File: config.mk
export PLATFORM = sky130hd
export DESIGN_NAME = nway_queue
export DESIGN_NICKNAME = d
export VERILOG_FILES = /design/src/rtl/nway_queue.sv
export SDC_FILE = /design/constraint.sdc
export NUM_CORES = 2
export LEC_CHECK = 0
export ABC_AREA = 1
export CAP_MARGIN = 15
export CORE_ASPECT_RATIO = 2
export CORE_MARGIN = 2
export CORE_UTILIZATION = 36
export DETAILED_ROUTE_END_ITERATION = 8
export GPL_TIMING_DRIVEN = 0
export HOLD_SLACK_MARGIN = 0.1
export SLEW_MARGIN = 15
export SYNTH_ARGS = -nofsm -noshare
export SYNTH_HDL_FRONTEND = slang
export SYNTH_SLANG_ARGS = --single-unit
export TNS_END_PERCENT = 10
File: constraint.sdc
create_clock -name clk -period 10.87 [get_ports clk]
set_clock_uncertainty 0.15 [all_clocks]
set_input_delay 2.174 -clock clk [delete_from_list [all_inputs] [get_ports clk]]
set_output_delay 2.174 -clock clk [all_outputs]
set_load 0.03 [all_outputs]
File: src/rtl/nway_queue.sv
// N-way circular FIFO: up to WAYS enqueues and WAYS dequeues per cycle, count-based handshakes.
// Optional high-water-mark tracking is enabled by defining QUEUE_HWM_EN.
module nway_queue #(
  parameter int unsigned WIDTH = 32,
  parameter int unsigned DEPTH = 16,
  parameter int unsigned WAYS  = 4,
  localparam int unsigned CW   = $clog2(WAYS + 1),
  localparam int unsigned OW   = $clog2(DEPTH + 1)
) (
  input  logic                  clk,
  input  logic                  rst,
  input  logic                  flush,
  input  logic [CW-1:0]         enq_cnt,
  input  logic [WAYS*WIDTH-1:0] enq_data,
  output logic [CW-1:0]         enq_acc,
  input  logic [CW-1:0]         deq_cnt,
  output logic [CW-1:0]         deq_acc,
  output logic [WAYS*WIDTH-1:0] deq_data,
  output logic [CW-1:0]         deq_avail,
  output logic [OW-1:0]         free_slots,
  output logic [OW-1:0]         occupancy,
  output logic                  empty,
  output logic                  full,
  input  logic                  hwm_clr,
  output logic [OW-1:0]         hwm
);

  localparam int unsigned PW = (DEPTH > 1) ? $clog2(DEPTH) : 1;

  typedef logic [PW-1:0] ptr_t;
  typedef logic [PW:0]   ptr_sum_t;

  // One extra bit holds ptr + offset (< 2*DEPTH); a single compare-and-subtract
  // wraps it, which stays correct for non-power-of-two DEPTH.
  function automatic ptr_t wrap(input ptr_sum_t v);
    if (v >= ptr_sum_t'(DEPTH)) begin
      return ptr_t'(v - ptr_sum_t'(DEPTH));
    end
    return ptr_t'(v);
  endfunction

  logic [WIDTH-1:0] mem_q [DEPTH];

  ptr_t          head_q, head_d;
  ptr_t          tail_q, tail_d;
  logic [OW-1:0] count_q, count_d;

  logic [CW-1:0] enq_req;
  logic [CW-1:0] deq_req;
  logic [OW-1:0] space;
  ptr_t          wr_idx [WAYS];
  ptr_t          rd_idx [WAYS];
  logic [WAYS-1:0] wr_en;

  always_comb begin
    enq_req = (enq_cnt > CW'(WAYS)) ? CW'(WAYS) : enq_cnt;
    deq_req = (deq_cnt > CW'(WAYS)) ? CW'(WAYS) : deq_cnt;
  end

  // Dequeue grant feeds the enqueue grant: slots freed this cycle are reusable.
  always_comb begin
    deq_acc = '0;
    enq_acc = '0;
    space   = '0;
    if (!flush) begin
      deq_acc = (OW'(deq_req) > count_q) ? CW'(count_q) : deq_req;
      space   = OW'(DEPTH) - count_q + OW'(deq_acc);
      enq_acc = (OW'(enq_req) > space) ? CW'(space) : enq_req;
    end
  end

  always_comb begin
    wr_en = '0;
    for (int unsigned i = 0; i < WAYS; i++) begin
      wr_idx[i] = wrap(ptr_sum_t'(tail_q) + ptr_sum_t'(i));
      rd_idx[i] = wrap(ptr_sum_t'(head_q) + ptr_sum_t'(i));
      wr_en[i]  = (CW'(i) < enq_acc);
    end
  end

  always_comb begin
    head_d  = head_q;
    tail_d  = tail_q;
    count_d = count_q;
    if (flush) begin
      head_d  = '0;
      tail_d  = '0;
      count_d = '0;
    end else begin
      head_d  = wrap(ptr_sum_t'(head_q) + ptr_sum_t'(deq_acc));
      tail_d  = wrap(ptr_sum_t'(tail_q) + ptr_sum_t'(enq_acc));
      count_d = count_q - OW'(deq_acc) + OW'(enq_acc);
    end
  end

  always_ff @(posedge clk or posedge rst) begin
    if (rst) begin
      head_q  <= '0;
      tail_q  <= '0;
      count_q <= '0;
    end else begin
      head_q  <= head_d;
      tail_q  <= tail_d;
      count_q <= count_d;
    end
  end

  // Storage carries no reset; wr_en is already zero during flush.
  always_ff @(posedge clk) begin
    for (int unsigned i = 0; i < WAYS; i++) begin
      if (wr_en[i]) begin
        mem_q[wr_idx[i]] <= enq_data[i*WIDTH +: WIDTH];
      end
    end
  end

  always_comb begin
    deq_data = '0;
    for (int unsigned i = 0; i < WAYS; i++) begin
      deq_data[i*WIDTH +: WIDTH] = mem_q[rd_idx[i]];
    end
  end

  always_comb begin
    deq_avail  = (count_q > OW'(WAYS)) ? CW'(WAYS) : CW'(count_q);
    free_slots = OW'(DEPTH) - count_q;
    occupancy  = count_q;
    empty      = (count_q == '0);
    full       = (count_q == OW'(DEPTH));
  end

`ifdef QUEUE_HWM_EN
  logic [OW-1:0] hwm_q, hwm_d;

  always_comb begin
    hwm_d = hwm_q;
    if (hwm_clr) begin
      hwm_d = count_d;
    end else if (count_d > hwm_q) begin
      hwm_d = count_d;
    end
  end

  always_ff @(posedge clk or posedge rst) begin
    if (rst) begin
      hwm_q <= '0;
    end else begin
      hwm_q <= hwm_d;
    end
  end

  assign hwm = hwm_q;
`else
  logic unused_hwm_clr;
  assign unused_hwm_clr = hwm_clr;
  assign hwm = '0;
`endif

endmodule

==> flow_metrics.env, run 1 <==
export IMPL_status="stopped before the end"
export IMPL_error="[ERROR GRT-0116] Global routing finished with congestion. Check the congestion regions in the DRC Viewer."
export IMPL_grt_overflow=1947
export IMPL_dp_hpwl_um=421000
export IMPL_cts_resized=0
export IMPL_clk_path_buf_depth=3
export IMPL_place_ws_ps=1360
export IMPL_async_flop_share_pct=2.48
export IMPL_num_io_pins=292
export IMPL_place_gp_congestion=1.32
export IMPL_yosys_register_bits=525
export IMPL_grt_max_degree=33
export IMPL_synth_distinct_cells=41
export IMPL_rows=196
export IMPL_die_h_um=538
export IMPL_die_w_um=271
export IMPL_cts_hold_buffers=0
export IMPL_htreeDepth=2
export IMPL_dpl_cell_area_um2=57200
export IMPL_grt_pass1_vias=77100
export IMPL_synth_area_per_cell_um2=6.33
export IMPL_numCtsBuffers=55
export IMPL_post_cts_setup_buffers=0
export IMPL_numClockSinks=525
export IMPL_netlist_area_um2=51300
export IMPL_stop_stage="5_1_grt"
export IMPL_initial_core_util_pct=36.1
export IMPL_grt_usage_pct=83.8
export IMPL_yosysSeqAreaShare_pct=30.6
export IMPL_ys_warn_count=0
export IMPL_synth_edff_count=512
export IMPL_synth_ff_type="edfxtp_1"
export IMPL_io_buffers=185
export IMPL_clockRootBuffer="clkbuf_16"
export IMPL_grt_pass1_wl_um=849000
export IMPL_syn_inst=8102
synthesized netlist by cell type (all sizes together) (2+ instances only):
library cell | count | share of area [%]
o21ai | 203 | 2.0
edfxtp | 512 | 30
o22ai | 3 | 0.037
or2 | 5 | 0.061
xor2 | 2 | 0.034
a211oi | 3 | 0.044
and3 | 32 | 0.39
a31oi | 183 | 2.2
buf | 406 | 3.8
xnor2 | 4 | 0.068
nand3 | 1480 | 14
mux2i | 374 | 7.3
nor2 | 769 | 5.6
fa | 6 | 0.23
nand2 | 2989 | 22
inv | 187 | 1.4
nand4 | 174 | 2.1
dfrtp | 13 | 0.63
a311oi | 59 | 1.0
a21oi | 59 | 0.58
clkbuf | 494 | 3.6
o211ai | 78 | 1.1
nor3 | 29 | 0.51
ha | 31 | 0.76
clkinv | 3 | 0.022
kinds of logic after synthesis:
group | count (synthesis) | share of synthesized area [%]
AND/OR/NAND/NOR | 5478 | 45.1
buffers and inverters | 1090 | 8.82
AO/OA/AOI/OAI | 591 | 7.06
flip-flops | 525 | 30.6
multiplexers | 374 | 7.30
adder cells (fa/ha/maj) | 37 | 0.990
XOR/XNOR | 6 | 0.102
other | 1 | 0.00731
metal layers:
layer | GRT usage, % | overflow
met1 | 84.4 | 15
met2 | 96.9 | 1204
met3 | 71.1 | 26
met4 | 84.6 | 701
met5 | 37.7 | 1
metrics by stage:
step | setup TNS (ps) | instances | hold WS [ps]
after floorplan | 0 | 8106 | 440
after global placement | -13400 | 10200 | 592
after detailed placement | 0 | 10300 | 615
after CTS | 0 | 10400 | 626
==> run 2, diff against run 1 <==
CORE_ASPECT_RATIO = unset   (was 2)
CORE_UTILIZATION = 21   (was 36)
HOLD_SLACK_MARGIN = unset   (was 0.1)
PLACE_DENSITY_LB_ADDON = 0.15   (was unset)
==> flow_metrics.env, run 2 <==
export IMPL_status="complete, but fails checks"
export IMPL_violations="max-capacitance violations, max-slew violations, negative setup slack"
export IMPL_drtIter0Drc=12900
export IMPL_path_common_cell="clkbuf_1"
export IMPL_setup_violations=22
export IMPL_dp_hpwl_um=487000
export IMPL_sequentialPowerShare_pct=15.2
export IMPL_seq_area_um2=15700
export IMPL_multi_input_area_um2=31300
export IMPL_required_ps=8550
export IMPL_crit_reg2reg_capture="mem_q[2][22]"
export IMPL_critical_path_arrival_ps=8980
export IMPL_ys_warn_count=0
export IMPL_wl_per_cell_um=50.7
export IMPL_p_sw_mw=16.3
export IMPL_place_gp_congestion=1.11
export IMPL_clockRootBuffer="clkbuf_16"
export IMPL_num_io_pins=292
export IMPL_syn_inst=8102
export IMPL_worstPathBufferInverterCount=10
export IMPL_synth_distinct_cells=41
export IMPL_cpLargestDelayFamily="buffers and inverters"
export IMPL_area_growth_pct=18.2
export IMPL_dr_total_vias=70600
export IMPL_detail_route_vias_per_cell=6.03
export IMPL_yosysTopAreaCell="edfxtp_1"
export IMPL_synth_top_area_share_pct=30.0
export IMPL_cts_resized=0
export IMPL_fin_util_pct=25.0
export IMPL_final_common_cell="nand2_1"
export IMPL_io_buffers=185
export IMPL_synth_ff_type="edfxtp_1"
export IMPL_slew_headroom_pct=-1.44
export IMPL_die_w_um=498
export IMPL_crit_end="deq_data[83]"
export IMPL_period_share_pct=104
export IMPL_rr_startpoint="occupancy[2]"
export IMPL_finalSetupTns_ps=-3840
export IMPL_clkPwrFrac_pct=10.2
export IMPL_rr_worst_depth=29
export IMPL_clkLatencyLatePin_ps=750
export IMPL_cpPeakStageDelay_ps=820
export IMPL_cts_tree="built"
export IMPL_dr_pass1_iters=8
export IMPL_p_leak_nw=24.8
export IMPL_cp_slowest_cell="clkdlybuf4s50_1"
export IMPL_numClockSinks=525
export IMPL_post_cts_setup_buffers=0
export IMPL_synth_edff_count=512
export IMPL_hold_viol=0
export IMPL_yosys_top_cells_area="edfxtp_1 30%, nand2_1 22%, nand3_1 14%"
export IMPL_htreeDepth=3
export IMPL_p_sw_share_pct=66.1
export IMPL_cts_hold_buffers=0
export IMPL_initial_core_util_pct=21.1
export IMPL_cp_depth=13
export IMPL_worstMarginPinSlew_ps=1520
export IMPL_critical_path_endpoint_type="primary output"
export IMPL_final_min_clock_period_ps=11310
export IMPL_die_h_um=498
export IMPL_yosysSeqAreaShare_pct=30.6
export IMPL_max_freq_mhz=88.5
export IMPL_drt_total_wl_um=594000
export IMPL_worstSetupStartpoint="head_q[1]"
export IMPL_synth_area_per_cell_um2=6.33
export IMPL_p_per_area_nw_per_um2=407
export IMPL_largest_reg_flops=512
export IMPL_nets=8589
export IMPL_grt_max_degree=33
export IMPL_yosys_register_bits=525
export IMPL_core_area_um2=243000
export IMPL_grt_overflow=0
export IMPL_critPathKind="reg -> out"
export IMPL_dieArea_um2=248000
export IMPL_async_flop_share_pct=2.48
export IMPL_pwr_share_comb_pct=74.6
export IMPL_layout_setup_ws_ps=-436
export IMPL_clk_path_buf_depth=3
export IMPL_layout_common_cells="2976 x nand2_1, 1466 x nand3_1, 766 x nor2_1, 512 x edfxtp_1, 455 x clkbuf_1"
export IMPL_grt_pass1_wl_um=730000
export IMPL_drv_slew=9
export IMPL_drive_above_1_share_pct=6.84
export IMPL_crit_chain="clkdlybuf4s15_1 -> inv_1 -> clkbuf_1 -> clkbuf_2 -> buf_12 -> ha_1 -> clkbuf_1 -> inv_2 -> clkbuf_1 -> clkbuf_1 -> a31oi_1 -> a31oi_1 -> clkdlybuf4s50_1"
export IMPL_r2r_setup_slack_ps=2870
export IMPL_clk_pin_slew_ps=100
export IMPL_netlist_area_um2=51300
export IMPL_grt_antenna_before_repair=67
export IMPL_grt_pass1_vias=60900
export IMPL_fill_cells=27500
export IMPL_hp_class="reg -> reg"
export IMPL_grt_usage_pct=45.9
export IMPL_ir_drop_uv=144
export IMPL_intPower_mw=8.37
export IMPL_synth_common_cells="2976 x nand2_1, 1476 x nand3_1, 767 x nor2_1, 512 x edfxtp_1, 494 x clkbuf_1"
export IMPL_rows=181
export IMPL_critPathLaunchType="flip-flop"
export IMPL_drtAntennaViolNets=0
export IMPL_post_synth_top_count_cell="nand2_1"
export IMPL_power_mw=24.7
export IMPL_numCtsBuffers=69
export IMPL_crit_fanout=10
export IMPL_maxCapViolCount=1
export IMPL_drc=0
## run 2: area by class of cell
| cell class | instances | share of cell area [%] |
|---|---|---|
| clock inverter | 48 | 1.01 |
| antenna | 36 | 0.148 |
| tap | 3202 | 6.60 |
| sequential | 525 | 25.9 |
| timing repair buffer | 237 | 4.29 |
| multi-input combinational | 6491 | 51.5 |
| buffer | 900 | 6.44 |
| inverter | 190 | 1.18 |
| clock buffer | 78 | 2.90 |
## run 2: worst min path at each step
stage,cells after the start,from,to
finish,3,occupancy[4],occupancy[4]
global route,3,occupancy[4],occupancy[4]
CTS,3,occupancy[4],occupancy[4]
detailed placement,3,occupancy[4],occupancy[4]
global placement,3,occupancy[4],occupancy[4]
floorplan,3,head_q[0],head_q[0]
## run 2: cells by family (layout without fill, tap and decap cells)
kind of cell	Yosys count	count (layout)	synth area share [%]
XOR/XNOR	6	6	0.102
buffers and inverters	1090	1453	8.82
flip-flops	525	525	30.6
other	1	41	0.00731
AO/OA/AOI/OAI	591	591	7.06
AND/OR/NAND/NOR	5478	5478	45.1
adder cells (fa/ha/maj)	37	37	0.990
multiplexers	374	374	7.30
## run 2: metrics by stage
| stage | hold slack (ps) | cell area [um2] | std cells | setup slack, ps |
|---|---|---|---|---|
| detailed placement | 645 | 58100 | 11500 | 847 |
| CTS | 655 | 60500 | 11700 | 29.9 |
| finish | 660 | 60700 | 11700 | -436 |
| floorplan | 440 | 51300 | 8106 | 2970 |
| global placement | 645 | 57200 | 11500 | -1740 |
| global route | 713 | 60600 | 11700 | -1.30 |
## run 2: layer usage
layer  track usage, %  part of all wire, %
met3             16.6                   12
met1             56.4                   38
met2             64.4                   40
met4             35.5                  9.7
met5             1.54                 0.12
## run 2: power groups by stage
stage                     Combinational [mW]  Clock (mW)  Sequential [mW]
after floorplan                         7.57           0             3.26
after global routing                    18.1        2.57             3.72
after CTS                               17.4        2.52             3.67
after detailed placement                17.4           0             3.71
final                                   18.4        2.52             3.75
after global placement                  17.2           0             3.80
## run 2: worst register-to-register path, delay by kind of cell (launching register included)
family,cells,cell delay [ps]
compound gates,3,350
simple gates,13,3420
flops,1,540
fa+ha+maj,4,1370
xor+xnor,1,180
buf+inv,8,1520
(Power assumes the default switching activity.)
